===== config.mk =====
export PLATFORM = sky130hd
export DESIGN_NAME = sar_search
export DESIGN_NICKNAME = d
export VERILOG_FILES = /design/src/rtl/sar_search_pkg.sv /design/src/rtl/sar_search.sv
export SDC_FILE = /design/constraint.sdc
export NUM_CORES = 1
export LEC_CHECK = 0
export CAP_MARGIN = 15
export CORE_MARGIN = 4
export CORE_UTILIZATION = 25
export CTS_CLUSTER_SIZE = 10
export DETAILED_ROUTE_END_ITERATION = 7
export PLACE_DENSITY_LB_ADDON = 0.2
export SYNTH_ARGS = -nofsm -noshare
export SYNTH_HDL_FRONTEND = slang
export SYNTH_SLANG_ARGS = --single-unit

===== constraint.sdc =====
create_clock -name clk -period 3.5 [get_ports clk]
set_input_delay 0.7 -clock clk [delete_from_list [all_inputs] [get_ports clk]]
set_output_delay 0.7 -clock clk [all_outputs]
set_load 0.02 [all_outputs]

===== src/rtl/sar_search_pkg.sv =====
// Shared types for the successive-approximation search engine: FSM state
// encoding and the bit-index counter width helper.
package sar_search_pkg;

  typedef enum logic [1:0] {
    IDLE   = 2'd0,
    SEARCH = 2'd1,
    DONE   = 2'd2
  } sar_state_t;

  // Bit-index counter width; a 1-bit word still needs a 1-bit counter.
  function automatic int sar_idx_width(input int w);
    return (w <= 1) ? 1 : $clog2(w);
  endfunction

endpackage


===== src/rtl/sar_search.sv =====
// Successive-approximation search: recovers an unknown word MSB first by
// probing an external magnitude comparator. Optional: SAR_SEARCH_EQ_EARLY_EXIT_EN.
// Handshake: start is accepted only in IDLE; done is a one-cycle pulse with
// result valid, and result holds until the next accepted start.
module sar_search
  import sar_search_pkg::*;
#(
  parameter int word_width = 8
) (
  input  logic                  clk,
  input  logic                  rst_n,
  input  logic                  start,
  input  logic                  above,
  input  logic                  below,
  output logic [word_width-1:0] probe,
  output logic                  busy,
  output logic                  done,
  output logic [word_width-1:0] result,
  output logic                  error,
  output sar_state_t            state_o
);

  localparam int IW = sar_idx_width(word_width);

  sar_state_t            state_q, state_d;
  logic [word_width-1:0] probe_q, probe_d;
  logic [word_width-1:0] result_q, result_d;
  logic [IW-1:0]         idx_q, idx_d;
  logic                  error_q, error_d;

  logic [word_width-1:0] bit_mask;
  logic [word_width-1:0] decided;
  logic                  eq_exit;

  always_comb begin
    bit_mask = word_width'(1) << idx_q;
    // below alone or both high both clear the trial bit
    decided  = below ? (probe_q & ~bit_mask) : probe_q;
`ifdef SAR_SEARCH_EQ_EARLY_EXIT_EN
    eq_exit  = ~above & ~below;
`else
    eq_exit  = 1'b0;
`endif
  end

  always_comb begin
    state_d  = state_q;
    probe_d  = probe_q;
    result_d = result_q;
    idx_d    = idx_q;
    error_d  = error_q;
    case (state_q)
      IDLE: begin
        if (start) begin
          state_d = SEARCH;
          probe_d = word_width'(1) << (word_width - 1);
          idx_d   = IW'(word_width - 1);
          error_d = 1'b0;
        end
      end
      SEARCH: begin
        error_d = error_q | (above & below);
        if (eq_exit) begin
          result_d = probe_q;
          state_d  = DONE;
        end else if (idx_q == '0) begin
          result_d = decided;
          state_d  = DONE;
        end else begin
          probe_d = decided | (bit_mask >> 1);
          idx_d   = idx_q - IW'(1);
        end
      end
      DONE: begin
        state_d = IDLE;
      end
      default: begin
        state_d = IDLE;
      end
    endcase
  end

  always_ff @(posedge clk or negedge rst_n) begin
    if (!rst_n) begin
      state_q  <= IDLE;
      probe_q  <= '0;
      result_q <= '0;
      idx_q    <= '0;
      error_q  <= 1'b0;
    end else begin
      state_q  <= state_d;
      probe_q  <= probe_d;
      result_q <= result_d;
      idx_q    <= idx_d;
      error_q  <= error_d;
    end
  end

  assign probe   = probe_q;
  assign result  = result_q;
  assign error   = error_q;
  assign busy    = (state_q == SEARCH);
  assign done    = (state_q == DONE);
  assign state_o = state_q;

endmodule


==> results of run 1 <==
[cell usage after synthesis]
| master | count |
|---|---|
| a211o_1 | 1 |
| a21boi_0 | 2 |
| a21o_1 | 1 |
| a21oi_1 | 3 |
| a221oi_1 | 1 |
| a22oi_1 | 2 |
| a311o_1 | 1 |
| a31o_2 | 1 |
| a31oi_1 | 1 |
| a32o_1 | 3 |
| and2_1 | 1 |
| and3b_1 | 1 |
| and4_1 | 1 |
| buf_4 | 1 |
| buf_6 | 1 |
| clkbuf_1 | 2 |
| dfrtp_1 | 22 |
| ha_1 | 5 |
| inv_1 | 6 |
| mux2_1 | 1 |
| mux2_2 | 7 |
| nand2_1 | 1 |
| nand2b_1 | 1 |
| nand3_1 | 1 |
| nand4_1 | 4 |
| nor2_1 | 4 |
| nor2b_1 | 4 |
| nor3_4 | 1 |
| nor3b_1 | 2 |
| nor4b_1 | 1 |
| o21ai_0 | 4 |
| o2bb2ai_1 | 1 |
| or3b_2 | 1 |
[how the worst min path moves through the flow]
stage	from	cells after the start	to
final	result[6]	1	result[6]
after CTS	result[6]	1	result[6]
after global routing	result[6]	1	result[6]
after global placement	result[6]	1	result[6]
after floorplan	rst_n	0	error
after detailed placement	result[6]	1	result[6]
[area by class of cell]
cell class	instances	share of cell area (%)
Clock buffer	4	3.89
Multi-Input combinational cell	57	32.4
Timing Repair Buffer	26	18.7
Tap cell	50	4.42
Inverter	6	1.59
Sequential cell	22	38.9
[where the power goes]
part / internal (mW) / switching (mW) / leakage [nW]
registers: 0.376 / 0.107 / 0.264
logic: 0.355 / 0.381 / 0.300
clock network: 0.100 / 0.0838 / 0.0288
[routing by layer]
layer | up-vias | share of wire [%]
met5 | - | 0
met4 | 0 | 2.2
met3 | 5 | 5.9
met2 | 25 | 42
met1 | 394 | 50
li1 | 375 | -
[state kept, by name (all words and copies together) (netlist names)]
signal,cells
state_o,2
result,8
probe,8
error,1
idx_q,3
[through the flow]
step | hold slack (ps) | util, % | power [mW] | cell area, um2
4_1_cts | 511 | 34.5 | 1.42 | 1400
2_1_floorplan | 404 | - | 0.925 | 1060
3_3_place_gp | 476 | 33.1 | 1.21 | 1350
5_1_grt | 539 | 34.9 | 1.51 | 1420
3_5_place_dp | 488 | 33.1 | 1.22 | 1350
6_report | 505 | 34.9 | 1.40 | 1420
[logic make-up after synthesis]
logic type	count (synthesis)
compound gates	21
fa+ha+maj	5
buf+inv	10
flops	22
mux	8
simple gates	23
[worst max-delay path, stage by stage, from the launching register on]
cell and delay [ps]:
dfrtp_1 430, nand2b_1 300, inv_1 360, clkdlybuf4s50_1 680
==> run summary, run 1 <==
status -> finished, final reports clean
grt met1 use -> 14.1%
Finished Layout Cells -> 165
CTS Buffer Depth -> 2
initial drt markers -> 30
Tightest Pin Transition -> 548 ps
Worst Skew -> 2.77 ps
Setup TNS -> 0 ps
CTS H-tree lvls -> 1
routed vias -> 799
commonest cells after routing, fill and taps aside -> clkdlybuf4s50_1, dfrtp_1, mux2_2, inv_1, ha_1
Final Net Count -> 126
Total GRT Usage -> 10.5%
storage element area -> 551 um2
post-place setup slack -> 1090 ps
drc violations -> 0
endpoints failing setup -> 0
Post-Synth Adder-Cell Area -> 5.91%
Syn-to-layout area delta -> 33.7%
Slew Viols, Final -> 0
clock slew at reported path FFs -> 80 ps
pwr dens -> 991 mW/mm2
xor/xnor share of the synthesized area -> 0%
simple-gate portion of the synthesized area -> 14.4%
I/O pins -> 26
cell accounting for the most synthesized area -> dfrtp_1
grt ovf -> 0
Arrival @ worst endpoint -> 2030 ps
GRT busiest layer -> met2
CTS tree -> built
flop2flop setup slack -> 1590 ps
CP required -> 2800 ps
# port buffers -> 25
setup bufs post-CTS -> 0
Leak -> 0.593 nW
Core Rows -> 23
Placed Cells -> 160
Vias/cell -> 4.84
Slew HR -> 63.3%
Yosys warnings -> 0
RSZ-0062 raised after global routing -> no
Starting Density -> 26.1%
M2 GR Usage -> 15.6%
FF+latch count, synth -> 22
largest family of logic cells by synthesized area -> compound AO/OA/AOI/OAI gates
CP Capture Point -> busy
mux share of post-synthesis cell area -> 8.51%
first-pass GRT wire length -> 4280 um
Inserted Clock Buffers -> 3
Routed Antenna Nets -> 0
Syn Std Cell Area -> 0.00106 mm2
DR pass1 iterations -> 4
Netlist cell types -> 33
minimum clock period -> 2730 ps
multi-input logic area -> 459 um2
WL per Instance -> 15.4 um
final worst slack -> 769 ps
Post-Synthesis Cells -> 89
# fillers -> 402
initial antenna violation count -> 0
reg2reg path depth -> 5
Clock Sinks -> 22
reg-to-reg endpoint -> result[5]
max_cap viols -> 0
Die Wd -> 73.1 um
CTS Hold Bufs -> 0
top cell type's share of synthesized area -> 52.0%
crit start category -> flip-flop
FF-to-FF Start -> idx_q[0]
die area -> 0.00534 mm2
worst min-delay path category -> reg -> reg
CTS resizes -> 0
Routed WL -> 2540 um
Tcrit/Tclk final -> 78.0%
Worst Path Max Fanout -> 13
CTS root buffer -> clkbuf_8
Hold Fails Final Rpt -> 0
most common cell after layout, fill and taps aside -> clkdlybuf4s50_1
post-synthesis net count -> 99
vias in the first global route -> 859
largest net degree at the start of global routing -> 23
die height -> 73.1 um
syn_area_per_cell -> 11.9 um2
layout cells sized above 1 -> 13.0%
Worst VDD drop -> 0.365 mV
Setup crit end kind -> output port
FMAX -> 366 MHz
area of the core -> 0.00406 mm2
ANT cells -> 0
Placer Congestion -> 0.834
sequential area share after synthesis -> 52.0%
hpwl dp -> 1750 um
crit path launch -> state_o[1]
later-pin clock latency in the skew report -> 270 ps
synth top area cells -> dfrtp_1, mux2_2, ha_1
post-synthesis compound-gate area fraction -> 14.5%
GR Layer Usage met3 -> 2.34%
kind of critical path -> reg -> out
(Power assumes the default switching activity.)
==> inputs of run 2 (changes only) <==
clock period = 2.65 ns   (was 3.5 ns; I/O delays follow)
==> run 2 against run 1 <==
  * Flip-flop and latch count stayed put
  * Non-clock buffer count is 1 higher
  * Core utilization is 0.40 points higher
  * Critical path type unchanged
  * Largest power group unchanged
==> run summary, run 2 (synthesis results as in run 1) <==
Starting Density -> 26.1% (unchanged)
area of the core -> 0.00406 mm2 (unchanged)
clock slew at reported path FFs -> 90 ps (about the same)
drc violations -> 0 (unchanged)
# port buffers -> 25 (unchanged)
post-place setup slack -> 623 ps (-466 ps)
hpwl dp -> 1750 um (+0.35%)
setup bufs post-CTS -> 0 (unchanged)
Setup crit end kind -> output port
later-pin clock latency in the skew report -> 260 ps (about the same)
layout cells sized above 1 -> 13.8% (+0.75 points)
kind of critical path -> reg -> out
Arrival @ worst endpoint -> 1770 ps (-260 ps)
endpoints failing setup -> 0 (unchanged)
max_cap viols -> 0 (unchanged)
FMAX -> 434 MHz
CTS resizes -> 0 (unchanged)
ANT cells -> 0 (unchanged)
Slew Viols, Final -> 0 (unchanged)
Vias/cell -> 4.81 (-0.60%)
initial antenna violation count -> 0 (unchanged)
most common cell after layout, fill and taps aside -> clkdlybuf4s50_1
CTS Hold Bufs -> 0 (unchanged)
status -> finished, final reports clean
first-pass GRT wire length -> 4350 um (+1.6%)
Routed WL -> 2470 um (-2.7%)
commonest cells after routing, fill and taps aside -> clkdlybuf4s50_1, dfrtp_1, mux2_2, inv_1, ha_1
Placer Congestion -> 0.827 (-0.84%)
RSZ-0062 raised after global routing -> no
CTS Buffer Depth -> 2 (unchanged)
Inserted Clock Buffers -> 3 (unchanged)
combinational fraction of design power -> 50.4% (-2.1 points)
Slew HR -> 65.7% (+2.4 points)
Die Wd -> 73.1 um (unchanged)
final worst slack -> 347 ps (-423 ps)
Routed Antenna Nets -> 0 (unchanged)
largest net degree at the start of global routing -> 23 (unchanged)
CTS H-tree lvls -> 1 (unchanged)
Core Rows -> 23 (unchanged)
minimum clock period -> 2300 ps
Worst VDD drop -> 0.455 mV (+25%)
Clock Sinks -> 22 (unchanged)
post-route cell area -> 0.00143 mm2 (+1.1%)
die area -> 0.00534 mm2 (unchanged)
Sw Ratio -> 39.3% (-1.5 points)
worst min-delay path category -> reg -> reg
I/O pins -> 26 (unchanged)
P_int -> 1.17 mW (+41%)
initial drt markers -> 37 (+23%)
Hold Fails Final Rpt -> 0 (unchanged)
Worst Skew -> 4.92 ps (+2.16 ps)
Tcrit/Tclk final -> 86.9%
Final Net Count -> 127 (+0.79%)
Psw -> 0.760 mW (+33%)
Setup TNS -> 0 ps (unchanged)
vias in the first global route -> 834 (-2.9%)
pwr dens -> 1350 mW/mm2 (+36%)
power share of the sequential group -> 33.3% (-1.1 points)
routed vias -> 799 (unchanged)
CTS tree -> built
DP Area -> 0.00136 mm2 (+1.1%)
Core Util, Final -> 35.3% (+0.40 points)
Leak -> 0.602 nW (+1.5%)
crit start category -> flip-flop
Syn-to-layout area delta -> 35.2%
Worst Path Max Fanout -> 7 (-6)
# fillers -> 411 (+2.2%)
grt ovf -> 0 (unchanged)
DR pass1 iterations -> 4 (unchanged)
Tightest Pin Transition -> 513 ps (-35.3 ps)
die height -> 73.1 um (unchanged)
Overall Power -> 1.93 mW (+38%)
clock power share -> 16.4% (+3.3 points)
Total GRT Usage -> 10.4% (-0.089 points)
CP required -> 2120 ps (-680 ps)
WL per Instance -> 14.9 um (-3.3%)
CTS root buffer -> clkbuf_8
==> run 2: changes by cell type in the layout (fill, tap and decap cells not counted) <==
| cell | delta |
|---|---|
| clkbuf_8 | -1 |
| buf_4 | +2 |
| buf_8 | -1 |
| bufinv_16 | +1 |
==> run 2: through the flow <==
step                      hold WS [ps]  instances
after floorplan                    234         89
after global placement             475        162
after detailed placement           493        162
after CTS                          520        166
after global routing               544        166
final                              511        166
==> run 2: power groups by stage <==
stage / registers [mW] / clock network, mW / logic [mW]
after floorplan: 0.769 / 0 / 0.453
after global placement: 0.642 / 0 / 0.980
after detailed placement: 0.649 / 0 / 0.978
after CTS: 0.648 / 0.325 / 0.984
after global routing: 0.671 / 0.339 / 1.07
final: 0.643 / 0.317 / 0.973
==> run 2: routing by layer <==
layer	wire length (um)	up-vias	global-route usage, %
met1	1280	387	15.4
met4	17	0	2.46
met5	0	-	0
met3	153	2	2.48
li1	-	380	-
met2	1020	30	15.1
==> run 2: critical path, cell delays in order, from the launching register on <==
cell and delay [ps]:
dfrtp_1 430, nand2b_1 310, inv_1 150, clkdlybuf4s50_1 620
==> run 2: final timing paths <==
check,slack [ps],end,cells past startpoint,startpoint
setup reg to reg,770,result[4],5,idx_q[0]
hold / removal,510,result[0],1,result[0]
min in group asynchronous,600,result[4],2,rst_n
hold reg to reg,510,result[0],1,result[0]
max in group asynchronous,1820,error,2,rst_n
setup / recovery,350,busy,3,state_o[1]
==> run 2: layout make-up <==
class | count | area (um2) | area share (%)
Inverter | 6 | 22.5 | 1.57
Clock buffer | 3 | 41.3 | 2.88
Multi-Input combinational cell | 57 | 459 | 32.1
Clock inverter | 1 | 30.0 | 2.10
Timing Repair Buffer | 27 | 265 | 18.5
Sequential cell | 22 | 551 | 38.5
Tap cell | 50 | 62.6 | 4.37
==> inputs of run 3 (changes only) <==
GPL_TIMING_DRIVEN = 0   (was default)
==> run 3 against run 2 <==
  * Die area unchanged
  * Non-clock buffer count up 2
  * Clock power shrank 23%
  * Sequential power fell by 3.7%
  * Worst setup slack worse by 150 ps
==> run summary, run 3 (synthesis results as in run 1) <==
later-pin clock latency in the skew report -> 260 ps (about the same)
status -> finished, final reports clean
minimum clock period -> 2450 ps (+147 ps)
Worst VDD drop -> 0.429 mV (-5.6%)
multi-input logic area -> 459 um2 (unchanged)
grt ovf -> 0 (unchanged)
clock slew at reported path FFs -> 80 ps (about the same)
CTS H-tree lvls -> 1 (unchanged)
WL per Instance -> 14.5 um (-2.5%)
# fillers -> 403 (-1.9%)
Hold Fails Final Rpt -> 0 (unchanged)
routed vias -> 791 (-1.0%)
Starting Density -> 26.1% (unchanged)
Total GRT Usage -> 10.0% (-0.37 points)
vias in the first global route -> 793 (-4.9%)
area of the core -> 0.00406 mm2 (unchanged)
crit start category -> flip-flop
Routed Antenna Nets -> 0 (unchanged)
first-pass GRT wire length -> 4080 um (-6.2%)
die height -> 73.1 um (unchanged)
Setup crit end kind -> output port
CTS root buffer -> clkbuf_8
Setup TNS -> 0 ps (unchanged)
Tcrit/Tclk final -> 92.4% (+5.5 points)
# port buffers -> 25 (unchanged)
initial drt markers -> 28 (-24%)
Vias/cell -> 4.71 (-2.2%)
commonest cells after routing, fill and taps aside -> clkdlybuf4s50_1, dfrtp_1, mux2_2, inv_1, ha_1
die area -> 0.00534 mm2 (unchanged)
Final Net Count -> 129 (+1.6%)
Slew Viols, Final -> 0 (unchanged)
Final Hold Slack -> 509 ps (-2.39 ps)
Core Rows -> 23 (unchanged)
pwr dens -> 1320 mW/mm2 (-2.5%)
most common cell after layout, fill and taps aside -> clkdlybuf4s50_1
initial antenna violation count -> 0 (unchanged)
CP required -> 2120 ps (about the same)
endpoints failing setup -> 0 (unchanged)
drc violations -> 0 (unchanged)
Worst Path Max Fanout -> 10 (+3)
RSZ-0062 raised after global routing -> no
Routed WL -> 2440 um (-1.3%)
flop2flop setup slack -> 770 ps (about the same)
Tightest Pin Transition -> 982 ps (+469 ps)
Syn-to-layout area delta -> 34.8%
CTS Hold Bufs -> 0 (unchanged)
Inserted Clock Buffers -> 3 (unchanged)
Slew HR -> 34.3% (-31 points)
FMAX -> 408 MHz (-6.0%)
worst min-delay path category -> reg -> reg
largest net degree at the start of global routing -> 23 (unchanged)
hpwl dp -> 1760 um (+0.66%)
max_cap viols -> 0 (unchanged)
layout cells sized above 1 -> 13.6% (-0.23 points)
setup bufs post-CTS -> 0 (unchanged)
CTS tree -> built
storage element area -> 551 um2 (unchanged)
DR pass1 iterations -> 4 (unchanged)
ANT cells -> 0 (unchanged)
kind of critical path -> reg -> out
CTS Buffer Depth -> 2 (unchanged)
Placer Congestion -> 0.838 (+1.2%)
Arrival @ worst endpoint -> 1920 ps (+150 ps)
Leak -> 0.598 nW (-0.55%)
Die Wd -> 73.1 um (unchanged)
Worst Skew -> 2.78 ps (-2.14 ps)
Clock Sinks -> 22 (unchanged)
I/O pins -> 26 (unchanged)
CTS resizes -> 0 (unchanged)
-- run 3: final timing paths --
check / startpoint / to / cells after the start
min in group asynchronous: rst_n / state_o[0] / 1
worst max register to register: idx_q[1] / result[1] / 5
max in group asynchronous: rst_n / result[2] / 1
worst max-delay path: state_o[1] / busy / 5
worst min register to register: result[3] / result[3] / 1
worst min-delay path: result[3] / result[3] / 1
-- run 3: critical path: stages (launching register included) --
cell and delay [ps]:
dfrtp_1 430, nand2b_1 180, buf_6 140, inv_1 100
buf_4 180, clkdlybuf4s50_1 620
-- run 3: layer usage --
metal / wire (um) / vias to the layer above / global-route usage (%) / share of wire [%]
li1: - / 385 / - / -
met1: 1190 / 371 / 14.2 / 49
met2: 1050 / 31 / 14.4 / 43
met3: 167 / 4 / 3.58 / 6.9
met4: 24 / 0 / 2.46 / 0.99
met5: 0 / - / 0 / 0
-- run 3: final cells by class --
type	instances	area share, %
Buffer	4	1.84
Clock buffer	4	3.86
Inverter	6	1.58
Multi-Input combinational cell	57	32.2
Sequential cell	22	38.6
Tap cell	50	4.39
Timing Repair Buffer	25	17.5
-- run 3: power by group --
part | internal [mW] | switching, mW | total (mW) | leakage [nW]
registers | 0.496 | 0.123 | 0.619 | 0.264
logic | 0.492 | 0.524 | 1.02 | 0.306
clock network | 0.133 | 0.110 | 0.243 | 0.0288
total | 1.12 | 0.757 | 1.88 | 0.598
-- run 3: stage by stage --
stage	power, mW	utilization, %	cell area (um2)	worst slack (ps)	std cells
2_1_floorplan	1.22	-	1060	1040	89
4_1_cts	1.90	35.2	1430	185	168
5_1_grt	2.02	35.2	1430	85.2	168
3_3_place_gp	1.63	33.8	1370	511	164
6_report	1.88	35.2	1430	200	168
3_5_place_dp	1.65	33.8	1370	497	164
